`src/rtl/neighbor_fetch.sv`:
```
// neighbor_fetch: fetches the four orthogonal neighbours of a board cell from a
// 1-cycle-latency board memory, then asks an external checker which tile types
// are legal for that cell and returns the checker's answer as a response.
//
// Sequence per request: IDLE -> RD_UP -> RD_DOWN -> RD_LEFT -> RD_RIGHT -> DRAIN
// -> CHECK -> (WAIT_END) -> RESP. A cell whose four neighbours are all empty is
// "isolated": the checker is skipped and every tile type is reported legal.
//
// Ports:
//   clock, reset           single rising-edge clock; asynchronous active-high reset
//   req_valid/req_ready    request handshake; req_x/req_y give the target cell
//   mem_rd_en/mem_addr     board read port; mem_rd_data returns one cycle later
//   up/down/left/right_tile neighbour codes shown to the checker (0 = empty)
//   start_signal           one-cycle pulse that starts the checker
//   endsignal, tile_type   checker completion and its legal-tile mask
//   rsp_valid/rsp_ready    response handshake
//   rsp_mask               legal-tile mask (6'h3F when isolated, 0 on timeout)
//   rsp_iso                neighbours were all empty, checker skipped
//   rsp_bad                a neighbour read returned the invalid code 7
//   rsp_timeout            checker did not finish in time
//
// Build option: define NEIGHBOR_FETCH_TIMEOUT_EN to bound the checker wait to
// TIMEOUT_CYCLES cycles. Without it the block waits for endsignal indefinitely
// and rsp_timeout is tied low.

module neighbor_fetch #(
  parameter int unsigned BOARD_W        = 8,
  parameter int unsigned BOARD_H        = 8,
  parameter int unsigned COORD_W        = 3,
  parameter int unsigned ADDR_W         = 6,
  parameter int unsigned TIMEOUT_CYCLES = 16
) (
  input  logic               clock,
  input  logic               reset,
  input  logic               req_valid,
  output logic               req_ready,
  input  logic [COORD_W-1:0] req_x,
  input  logic [COORD_W-1:0] req_y,
  output logic               mem_rd_en,
  output logic [ADDR_W-1:0]  mem_addr,
  input  logic [2:0]         mem_rd_data,
  output logic [2:0]         up_tile,
  output logic [2:0]         down_tile,
  output logic [2:0]         left_tile,
  output logic [2:0]         right_tile,
  output logic               start_signal,
  input  logic               endsignal,
  input  logic [5:0]         tile_type,
  output logic               rsp_valid,
  input  logic               rsp_ready,
  output logic [5:0]         rsp_mask,
  output logic               rsp_iso,
  output logic               rsp_bad,
  output logic               rsp_timeout
);

  if (TIMEOUT_CYCLES < 1) begin : g_cfg_check
    $error("neighbor_fetch: TIMEOUT_CYCLES must be at least 1");
  end

  typedef enum logic [3:0] {
    StIdle,
    StRdUp,
    StRdDown,
    StRdLeft,
    StRdRight,
    StDrain,
    StCheck,
    StWaitEnd,
    StResp
  } state_e;

  // Neighbour coordinates carry one extra bit so that x-1 / y-1 at the board
  // edge wraps to a large value and fails the upper-bound test.
  localparam logic [COORD_W:0]  CoordOne = (COORD_W + 1)'(1);
  localparam logic [COORD_W:0]  BoardWc  = (COORD_W + 1)'(BOARD_W);
  localparam logic [COORD_W:0]  BoardHc  = (COORD_W + 1)'(BOARD_H);
  localparam logic [ADDR_W-1:0] BoardWa  = ADDR_W'(BOARD_W);

  state_e             state_q, state_d;
  logic [COORD_W-1:0] x_q, x_d, y_q, y_d;
  logic [2:0]         up_q, up_d, down_q, down_d, left_q, left_d, right_q, right_d;
  logic               rd_vld_q;
  logic               bad_q, bad_d;
  logic               iso_q, iso_d;
  logic [5:0]         mask_q, mask_d;

  logic               accept;
  logic               all_empty;
  logic               nb_is_rd;
  logic               nb_in;
  logic [COORD_W:0]   nb_x, nb_y;
  logic [ADDR_W-1:0]  nb_addr;
  logic [2:0]         rd_code;
  logic               rd_bad;

`ifdef NEIGHBOR_FETCH_TIMEOUT_EN
  localparam int unsigned CntW = (TIMEOUT_CYCLES > 1) ? $clog2(TIMEOUT_CYCLES) : 1;
  localparam logic [CntW-1:0] CntLast = CntW'(TIMEOUT_CYCLES - 1);

  logic [CntW-1:0] cnt_q, cnt_d;
  logic            to_q, to_d;
`endif

  assign req_ready = (state_q == StIdle) && !reset;
  assign accept    = req_valid && req_ready;
  assign all_empty = (up_q == 3'd0) && (down_q == 3'd0) && (left_q == 3'd0) && (right_q == 3'd0);

  // Neighbour addressed in the current read state.
  always_comb begin
    nb_x     = {1'b0, x_q};
    nb_y     = {1'b0, y_q};
    nb_is_rd = 1'b0;
    case (state_q)
      StRdUp: begin
        nb_y     = {1'b0, y_q} - CoordOne;
        nb_is_rd = 1'b1;
      end
      StRdDown: begin
        nb_y     = {1'b0, y_q} + CoordOne;
        nb_is_rd = 1'b1;
      end
      StRdLeft: begin
        nb_x     = {1'b0, x_q} - CoordOne;
        nb_is_rd = 1'b1;
      end
      StRdRight: begin
        nb_x     = {1'b0, x_q} + CoordOne;
        nb_is_rd = 1'b1;
      end
      default: ;
    endcase
  end

  assign nb_in     = (nb_x < BoardWc) && (nb_y < BoardHc);
  assign nb_addr   = ADDR_W'(nb_y) * BoardWa + ADDR_W'(nb_x);
  assign mem_rd_en = nb_is_rd && nb_in;
  assign mem_addr  = mem_rd_en ? nb_addr : '0;

  // Data returned for last cycle's read; a suppressed read or code 7 reads as empty.
  assign rd_bad  = rd_vld_q && (mem_rd_data == 3'd7);
  assign rd_code = (rd_vld_q && !rd_bad) ? mem_rd_data : 3'd0;

  always_comb begin
    state_d = state_q;
    x_d     = x_q;
    y_d     = y_q;
    up_d    = up_q;
    down_d  = down_q;
    left_d  = left_q;
    right_d = right_q;
    bad_d   = bad_q;
    iso_d   = iso_q;
    mask_d  = mask_q;
`ifdef NEIGHBOR_FETCH_TIMEOUT_EN
    cnt_d   = cnt_q;
    to_d    = to_q;
`endif

    unique case (state_q)
      StIdle: begin
        if (accept) begin
          state_d = StRdUp;
          x_d     = req_x;
          y_d     = req_y;
          up_d    = 3'd0;
          down_d  = 3'd0;
          left_d  = 3'd0;
          right_d = 3'd0;
          bad_d   = 1'b0;
          iso_d   = 1'b0;
          mask_d  = 6'd0;
`ifdef NEIGHBOR_FETCH_TIMEOUT_EN
          to_d    = 1'b0;
`endif
        end
      end
      StRdUp:    state_d = StRdDown;
      StRdDown: begin
        state_d = StRdLeft;
        up_d    = rd_code;
      end
      StRdLeft: begin
        state_d = StRdRight;
        down_d  = rd_code;
      end
      StRdRight: begin
        state_d = StDrain;
        left_d  = rd_code;
      end
      StDrain: begin
        state_d = StCheck;
        right_d = rd_code;
      end
      StCheck: begin
        if (all_empty) begin
          state_d = StResp;
          mask_d  = 6'h3F;
          iso_d   = 1'b1;
        end else begin
          state_d = StWaitEnd;
`ifdef NEIGHBOR_FETCH_TIMEOUT_EN
          cnt_d   = '0;
`endif
        end
      end
      StWaitEnd: begin
        if (endsignal) begin
          state_d = StResp;
          mask_d  = tile_type;
        end
`ifdef NEIGHBOR_FETCH_TIMEOUT_EN
        else if (cnt_q == CntLast) begin
          state_d = StResp;
          mask_d  = 6'd0;
          to_d    = 1'b1;
        end else begin
          cnt_d   = cnt_q + CntW'(1);
        end
`endif
      end
      StResp: begin
        if (rsp_ready) state_d = StIdle;
      end
      default: state_d = StIdle;
    endcase

    // Sticky for the whole request; cleared on acceptance above.
    if (rd_bad) bad_d = 1'b1;
  end

  always_ff @(posedge clock or posedge reset) begin
    if (reset) begin
      state_q  <= StIdle;
      x_q      <= '0;
      y_q      <= '0;
      up_q     <= 3'd0;
      down_q   <= 3'd0;
      left_q   <= 3'd0;
      right_q  <= 3'd0;
      rd_vld_q <= 1'b0;
      bad_q    <= 1'b0;
      iso_q    <= 1'b0;
      mask_q   <= 6'd0;
    end else begin
      state_q  <= state_d;
      x_q      <= x_d;
      y_q      <= y_d;
      up_q     <= up_d;
      down_q   <= down_d;
      left_q   <= left_d;
      right_q  <= right_d;
      rd_vld_q <= mem_rd_en;
      bad_q    <= bad_d;
      iso_q    <= iso_d;
      mask_q   <= mask_d;
    end
  end

`ifdef NEIGHBOR_FETCH_TIMEOUT_EN
  always_ff @(posedge clock or posedge reset) begin
    if (reset) begin
      cnt_q <= '0;
      to_q  <= 1'b0;
    end else begin
      cnt_q <= cnt_d;
      to_q  <= to_d;
    end
  end

  assign rsp_timeout = to_q;
`else
  assign rsp_timeout = 1'b0;
`endif

  assign start_signal = (state_q == StCheck) && !all_empty;
  assign rsp_valid    = (state_q == StResp);
  assign rsp_mask     = mask_q;
  assign rsp_iso      = iso_q;
  assign rsp_bad      = bad_q;
  assign up_tile      = up_q;
  assign down_tile    = down_q;
  assign left_tile    = left_q;
  assign right_tile   = right_q;

endmodule
```
`config.mk`:
```
export PLATFORM = sky130hd
export DESIGN_NAME = neighbor_fetch
export DESIGN_NICKNAME = d
export VERILOG_FILES = /design/src/rtl/neighbor_fetch.sv
export SDC_FILE = /design/constraint.sdc
export NUM_CORES = 1
export LEC_CHECK = 0
export ABC_AREA = 1
export CORE_MARGIN = 1.5
export CORE_UTILIZATION = 43
export DETAILED_ROUTE_END_ITERATION = 6
export PLACE_DENSITY = 0.75
export SETUP_SLACK_MARGIN = 0.5
export SYNTH_ARGS = -nofsm -noshare
export SYNTH_HDL_FRONTEND = slang
export SYNTH_SLANG_ARGS = --single-unit
export TNS_END_PERCENT = 20
```
`constraint.sdc`:
```
create_clock -name clock -period 2.7 [get_ports clock]
set_clock_uncertainty 0.05 [all_clocks]
set_input_delay 0.675 -clock clock [delete_from_list [all_inputs] [get_ports clock]]
set_output_delay 0.675 -clock clock [all_outputs]
set_load 0.01 [all_outputs]
```
==> flow_results.org, run 1 <==
** Run status
- Result of the run :: finished, violations left
- Failing checks :: setup timing

** Floorplanning
- Height of the chip :: 68.9 µm
- The floorplan has 23 rows.
- Die ar. :: 4750 µm²
- Core Box Area :: 4090 µm²
- During I/O placement, the number of pins put on the boundary was 51.
- Starting Density :: 45.7%
- Horizontal extent of the die :: 68.9 µm

** Clock tree
- CTS hold repair buffers :: 0
- Clock root cell :: clkbuf_8
- Number of buffers on the longest clock path :: 2
- Clock transition at the registers of the reported paths :: 0.07 ns
- The number of clock buffers added by TritonCTS is 5.
- Sink Count :: 31
- The later pin in the worst-skew pair is clocked with a latency of 0.29 ns.
- In this run the number of H-tree levels came out at 2.
- TritonCTS built the clock tree.

** Worst setup path
- The number of buffers and inverters on the critical path is 1.
- Crit-path leading delay family :: adder cells
- Data arrival time of the critical path :: 2.34 ns
- For the worst setup path, the data required time is 1.98 ns.
- Crit Path Class :: reg -> out
- Standard cell with the maximum stage delay on the critical path :: dfrtp_2
- Counting cells, the worst reg-to-reg path comes to 12.
- Critical-path cell list :: nor2_4, nand3_4, fa_1, mux2_2, ha_4, nand3b_1, nand2_1, nor2_2, buf_2
- In this design, the stage delay of the slowest critical-path cell is 0.46 ns.
- CP Capture Type :: output pin
- In this run the number of cells on the critical path is 9.
- Along the worst path, the maximum fanout reaches 5.
- CP startpoint kind :: flip-flop

** Placement
- Final RePlAce weighted congestion :: 0.844
- DP Area :: 2650 µm²
- Detail Placement HPWL :: 3510 µm
- Placed Cells :: 360
- Number of input and output port buffers inserted :: 49

** Synth
- In the synthesized netlist the dominant register cell turns out to be dfrtp_1.
- A synthesized cell averages 7.95 µm².
- Synthesis produced 235 cells.
- Of all flip-flops after synthesis, the portion carrying an async set or reset was 100%.
- Synth warn :: 0
- In this run, synthesis inferred 0 flip-flops with an integrated enable.
- Synthesis instantiated 28 different standard cells from the library.
- Yosys attributes the largest share of cell area to dfrtp_1 (41%), nand2_1 (11%), nand3_1 (6.7%).
- Proportion of synthesized chip area in sequential cells :: 41.5%
- Synthesized net count :: 263
- In this run the biggest area consumer among cell types represents 41.5% of the synthesized area.
- Summing every instance area after synthesis gives 1870 µm².
- dfrtp_1 takes more of the synthesized area than any other cell.
- In this run, synthesis produced a sequential element count of 31.

** STA
- Subtracting the final worst setup slack from the clock period gives 3.07 ns.
- For this run, the top clock speed supported by timing is 326 MHz.
- Setup violations remaining at the end of the flow were counted as 7.
- Max-Slew Margin vs Limit :: 64.6%
- Final hold analysis gives a worst-case slack of 0.431 ns.
- Transition at the pin with the smallest max-transition slack :: 0.531 ns
- Number of max-slew violations in the final report :: 0
- RSZ-0062 raised after global routing :: yes
- Final period util :: 114%
- Post-route worst setup slack :: -0.368 ns
- The final hold violation count was 0.

** Layout
- Post-layout instance area :: 2870 µm²
- In the final layout, the share of cells above drive strength 1 is 30.2%.
- Final cell count without fillers :: 375
- At the end of the flow, the number of nets in the layout was 352.
- Commonest cells after routing, fill and taps aside :: nand2_1 (54), clkdlybuf4s50_1 (38), buf_4 (34)
- Most common cell after layout, fill and taps aside :: nand2_1
- N_diodes :: 0
- Final core utilization :: 70.2%
- The area growth from synthesis to layout is 53.5%.

** Drt
- Across all layers, the routed design uses 1812 vias.
- Average wire per cell in the routed design :: 12.9 µm
- # DRC :: 0
- Before antenna repair, the detailed router went through 4 iterations.
- After the first detailed-routing iteration, the DRC count stood at 47.
- In the routed layout, each cell is associated on average with a via count of 4.83.
- Post-Route WL :: 4840 µm
- The count of nets left with antenna violations once routing finished came out at 0.

** Pwr
- Leakage power of the design :: 1.44 nW
- Internal portion of total power :: 0.00210 W
- IR analysis of the VDD net gives a maximum drop of 0.781 mV.
- Power share of the combinational group :: 64.9%
- Power per cell area :: 1280 nW/µm²
- Sw Share :: 43.0%
- Portion of total power attributed to the clock network :: 12.7%
- The share of total power dissipated in sequential elements is 22.5%.
- In this run the power spent charging and discharging nets is 0.00158 W.

** GRT
- Global routing usage summed across all routing layers :: 22.5%
- For this run, global-route usage on met3 was measured as 6.66%.
- The first global-routing pass estimated 7700 µm of wire.
- The number of antenna violations at the first check in global routing was 0.
- Entering global routing, the biggest net connects 18 pins.
- Met2 track demand over resource in global routing :: 38.9%
- Busiest layer in global routing :: met2
- Met1 Resource Use GR :: 27.2%
- Global routing finished with a remaining overflow of 0.
- The via count of the first global-routing pass was 1711.

** Min path
- In this run the worst hold path is classified as reg -> reg.
- Hold depth :: 2

** Run
- MaxCap Viol Count :: 0
## state kept, by name (all words and copies together) (netlist names)
name and count:
down_tile 3, left_tile 3, rd_vld_q 1, right_tile 3, rsp_bad 1, rsp_iso 1
rsp_mask 6, state_q 4, up_tile 3, x_q 3, y_q 3
## synthesized netlist by cell type, types with 2 or more instances
cell type  number
o22ai_1         2
o21ai_0        15
nor2_4          6
buf_6           2
a21oi_1         4
inv_1          22
dfrtp_1        31
fa_1            2
nor2_1         30
ha_1            6
inv_2           4
nand3_1        25
nand4_1         3
xor2_1          3
nor2_2          2
nand2_2         7
nand2_4         6
nand2_1        55
## power by group through the flow
stage / logic [W] / registers [W] / clock network [W]
5_1_grt: 0.00263 / 0.000849 / 0.000495
3_5_place_dp: 0.00221 / 0.000825 / 0
4_1_cts: 0.00224 / 0.000826 / 0.000471
6_report: 0.00239 / 0.000827 / 0.000466
2_1_floorplan: 0.00116 / 0.000886 / 0
3_3_place_gp: 0.00216 / 0.000819 / 0
## worst register-to-register path, cell delays in order (launching register included)
cell and delay (ns):
dfrtp_2 0.46, nor2_4 0.15, nand2_4 0.09, ha_4 0.27, a21oi_4 0.13, nand2_1 0.06, nand2_1 0.08, nand2_2 0.08
buf_4 0.14, nor2_4 0.12, nand2_4 0.10, buf_4 0.14, inv_1 0.05
## routing by layer
layer / part of all wire [%] / vias to the layer above
met1: 43 / 828
met3: 5.7 / 6
li1: - / 929
met2: 50 / 49
met5: 0 / -
met4: 1.1 / 0
## final timing paths
kind	startpoint	endpoint	slack [ns]
setup / recovery	state_q[3]	mem_addr[5]	-0.37
hold / removal	rsp_mask[5]	rsp_mask[5]	0.43
setup reg to reg	state_q[3]	rd_vld_q	0.73
hold reg to reg	rsp_mask[5]	rsp_mask[5]	0.43
max in group asynchronous	reset	down_tile[1]	1.45
min in group asynchronous	reset	y_q[1]	0.58
## area by class of cell
class	instances	area, µm²
Clock buffer	5	68.8
Multi-Input combinational cell	174	1080
Clock inverter	3	43.8
Sequential cell	31	781
Inverter	27	101
Fill cell	337	1220
Timing Repair Buffer	85	733
Tap cell	50	62.6
## per-stage QoR
step	setup WS [ns]	power, W	TNS [ns]
6_report	-0.368	0.00368	-1.76
5_1_grt	-0.469	0.00397	-2.47
4_1_cts	-0.342	0.00353	-1.84
3_5_place_dp	-0.394	0.00304	-2.40
3_3_place_gp	-0.345	0.00298	-2.19
2_1_floorplan	0.00953	0.00205	0
## cell families (layout without fill, tap and decap cells)
| logic type | after synthesis | after routing | share of synthesized area [%] |
|---|---|---|---|
| buf+inv | 30 | 120 | 7.03 |
| compound gates | 23 | 23 | 6.43 |
| xor+xnor | 4 | 4 | 1.87 |
| flops | 31 | 31 | 41.5 |
| mux | 1 | 1 | 0.602 |
| other cells | 1 | 1 | 0.201 |
| fa+ha+maj | 8 | 8 | 6.16 |
| simple gates | 137 | 137 | 36.2 |
## timing repair
| action | 4_1_cts | 5_1_grt |
|---|---|---|
| gates resized for setup | 43 | 14 |
| gates cloned | 0 | 0 |
| setup buffers | 4 | 3 |
| endpoints found under the hold margin | 0 | 0 |
| pin swaps | 7 | 14 |
| endpoints found under the setup margin | 10 | 9 |
Note: power is estimated with default switching activity, not from simulation.
==> run 2, diff against run 1 <==
CORE_MARGIN = 2   (was 1.5)
HOLD_SLACK_MARGIN = 0.12   (was default)
PLACE_DENSITY = 0.83   (was 0.75)
==> run 2 against run 1 <==
The flow still finishes with violations (setup timing); power decreased by 0.81%; global-route usage decreased by 1.2 points; worst hold slack got worse by 0.013 ns; critical endpoint unchanged.
==> flow_results.org, run 2 (synthesis results as in run 1) <==
** GRT
- Grt ovf :: 0 (unchanged)
- Number of global-route vias before repair :: 1873 (+9.5%)
- The number of antenna violations at the first check in global routing came to 0 (unchanged).
- The global-route total usage across every layer is 21.3% (-1.2 points).
- First-pass GRT wire length :: 8270 µm (+7.4%)
- Maximum number of pins on one net before global-route repair :: 26 (+8)

** STA
- The total negative slack was -1.81 ns (-0.0481 ns).
- Tightest hold margin :: 0.418 ns (-0.0133 ns)
- Finish-stage setup viols :: 7 (unchanged)
- The final critical path time including I/O delays and setup is 3.05 ns (-0.0184 ns).
- The final hold violation count is 0 (unchanged).
- The share of the cycle needed by the critical path after routing is 113% (-0.68 points).
- The max-slew violation count is 0 (unchanged).
- The highest attainable clock frequency came to 328 MHz (+0.60%).
- Setup repair after global routing could not meet its margin everywhere.
- The worst path setup slack after routing is -0.349 ns (+0.0184 ns).

** Pwr
- The cell leakage power came to 1.43 nW (-0.75%).
- Switching pwr :: 0.00161 W (+2.0%)
- Portion of total power attributed to the clock network :: 10.0% (-2.7 points)
- Sw Share :: 44.2% (+1.2 points)
- The part of the power in registers came to 22.6% (about the same).
- Worst-case vdd ir drop :: 0.657 mV (-16%)
- Power per cell area :: 1280 nW/µm² (-0.25%)
- The combinational share of power came to 67.4% (+2.5 points).
- The design internal power was 0.00204 W (-2.9%).

** Drt
- The final antenna-violating net count is 0 (unchanged).
- The average wire per cell in the routed design was 14.0 µm (+8.3%).
- Post-Route WL :: 5240 µm (+8.3%)
- # DRC :: 0 (unchanged)
- Iter 0 DRT Violations :: 76 (+62%)
- The via density per instance was 5.03 (+4.0%).
- The via count is 1885 (+4.0%).
- DRT Pass-1 Iters :: 4 (unchanged)

** Placement
- Detail Placement HPWL :: 3680 µm (+4.8%)
- The number of port buffers was 49 (unchanged).
- Final RePlAce weighted congestion :: 0.822 (-2.6%)

** Layout
- The fill cell total of the finished layout came to 324 (-3.9%).
- Net count, final :: 352 (unchanged)
- The number of antenna diodes came to 0 (unchanged).
- The fraction of layout instances using a drive strength above 1 came to 29.2% (-0.92 points).
- Flip-flop count of the largest register, all copies and words added :: 6 (unchanged)
- P&R area growth vs syn :: 52.7%
- Most common cell after layout, fill and taps aside :: nand2_1
- Leaving out fill and tap cells, the most frequent cells in the layout are nand2_1 (54), clkdlybuf4s50_1 (38), buf_4 (33).
- The share of the core filled with cells in the final layout was 69.8% (-0.40 points).

** Floorplanning
- The starting density of the core was 45.7% (unchanged).
- The site row count was 23 (unchanged).
- The total die area came to 4890 µm² (+2.9%).
- The area of the core region came to 4090 µm² (unchanged).
- The chip width was 69.9 µm (+1.5%).
- Height of the chip :: 69.9 µm (+1.5%)
- Number of I/O pins :: 51 (unchanged)

** Worst setup path
- CP startpoint kind :: flip-flop
- Crit path from :: state_q[2]
- CP Capture Type :: output pin
- Startpoint of the lowest-slack register-to-register path :: state_q[2]
- The required time of the critical path is 1.98 ns (about the same).
- The critical path in this run is classified as reg -> out.
- Worst Path Max Fanout :: 3 (-2)
- Data arrival time of the critical path :: 2.32 ns (-0.02 ns)

** Clock tree
- The clock transition at the registers of the reported paths is 0.07 ns (about the same).
- The number of buffers added to fix hold violations after cts is 0 (unchanged).
- The cell sitting at the root of the clock tree is a clkbuf_8.
- H-Tree Depth :: 2 (unchanged)
- TritonCTS built the clock tree.
- Number of buffers on the longest clock path :: 2 (unchanged)
- Sink Count :: 31 (unchanged)
- Clock latency of the later-clocked register in the worst-skew pair :: 0.29 ns (about the same)
- Inserted Clock Buffers :: 5 (unchanged)

** Run status
- The final reports fail on setup timing.
- Result of the run :: finished, violations left

** Run
- MaxCap Viol Count :: 0 (unchanged)

** Min path
- The path class of the tightest hold or removal check is reg -> reg.
- Source of the worst hold timing path :: rsp_mask[0]
-- run 2: final cells by class --
| cell class | count | area [µm²] | share of cell area (%) |
|---|---|---|---|
| clock buffers | 6 | 72.6 | 2.54 |
| flip-flops and latches | 31 | 781 | 27.4 |
| clock inverters | 2 | 12.5 | 0.438 |
| inverters | 27 | 101 | 3.55 |
| multi-input cells | 174 | 1070 | 37.4 |
| repair buffers | 85 | 758 | 26.6 |
| well taps | 50 | 62.6 | 2.19 |
-- run 2: worst paths after layout --
kind / endpoint / slack [ns] / cells after the start
worst max register to register: rd_vld_q / 0.69 / 13
min in group asynchronous: rsp_mask[1] / 0.50 / 2
worst max-delay path: mem_addr[5] / -0.35 / 10
worst min-delay path: rsp_mask[0] / 0.42 / 2
worst min register to register: rsp_mask[0] / 0.42 / 2
max in group asynchronous: state_q[0] / 1.64 / 3
-- run 2: timing repair --
action / in CTS / in global routing
pin swaps: 6 / 5
buffers inserted: 3 / 2
endpoints found under the hold margin: 0 / 0
setup endpoints to repair: 10 / 9
resized for setup: 45 / 10
-- run 2: through the flow --
step	worst slack, ns	power (W)	area [µm²]	std cells
after CTS	-0.337	0.00353	2810	373
after global routing	-0.452	0.00392	2850	375
after global placement	-0.327	0.00301	2670	362
after floorplan	0.00953	0.00205	1900	235
final	-0.349	0.00365	2850	375
after detailed placement	-0.409	0.00310	2670	362
-- run 2: power groups by stage --
stage,Sequential (W),Combinational [W],Clock [W]
2_1_floorplan,0.000886,0.00116,0
3_3_place_gp,0.000815,0.00220,0
3_5_place_dp,0.000827,0.00227,0
4_1_cts,0.000824,0.00234,0.000367
5_1_grt,0.000848,0.00268,0.000384
6_report,0.000827,0.00246,0.000365
-- run 2: per-layer routing --
metal	track usage [%]	up-vias	share of wire, %
met5	0	-	0
met2	36.8	57	50
met1	26.3	892	43
met3	3.75	9	4.6
li1	-	927	-
met4	8.12	0	1.7
-- run 2: critical path, stage by stage (launching register included) --
cell and delay [ns]:
dfrtp_2 0.42, buf_6 0.12, nor2_4 0.13, nand3_4 0.08, fa_1 0.43, mux2_4 0.30
ha_4 0.16, nand3b_1 0.14, nand2_1 0.08, nor2_2 0.04, buf_2 0.13
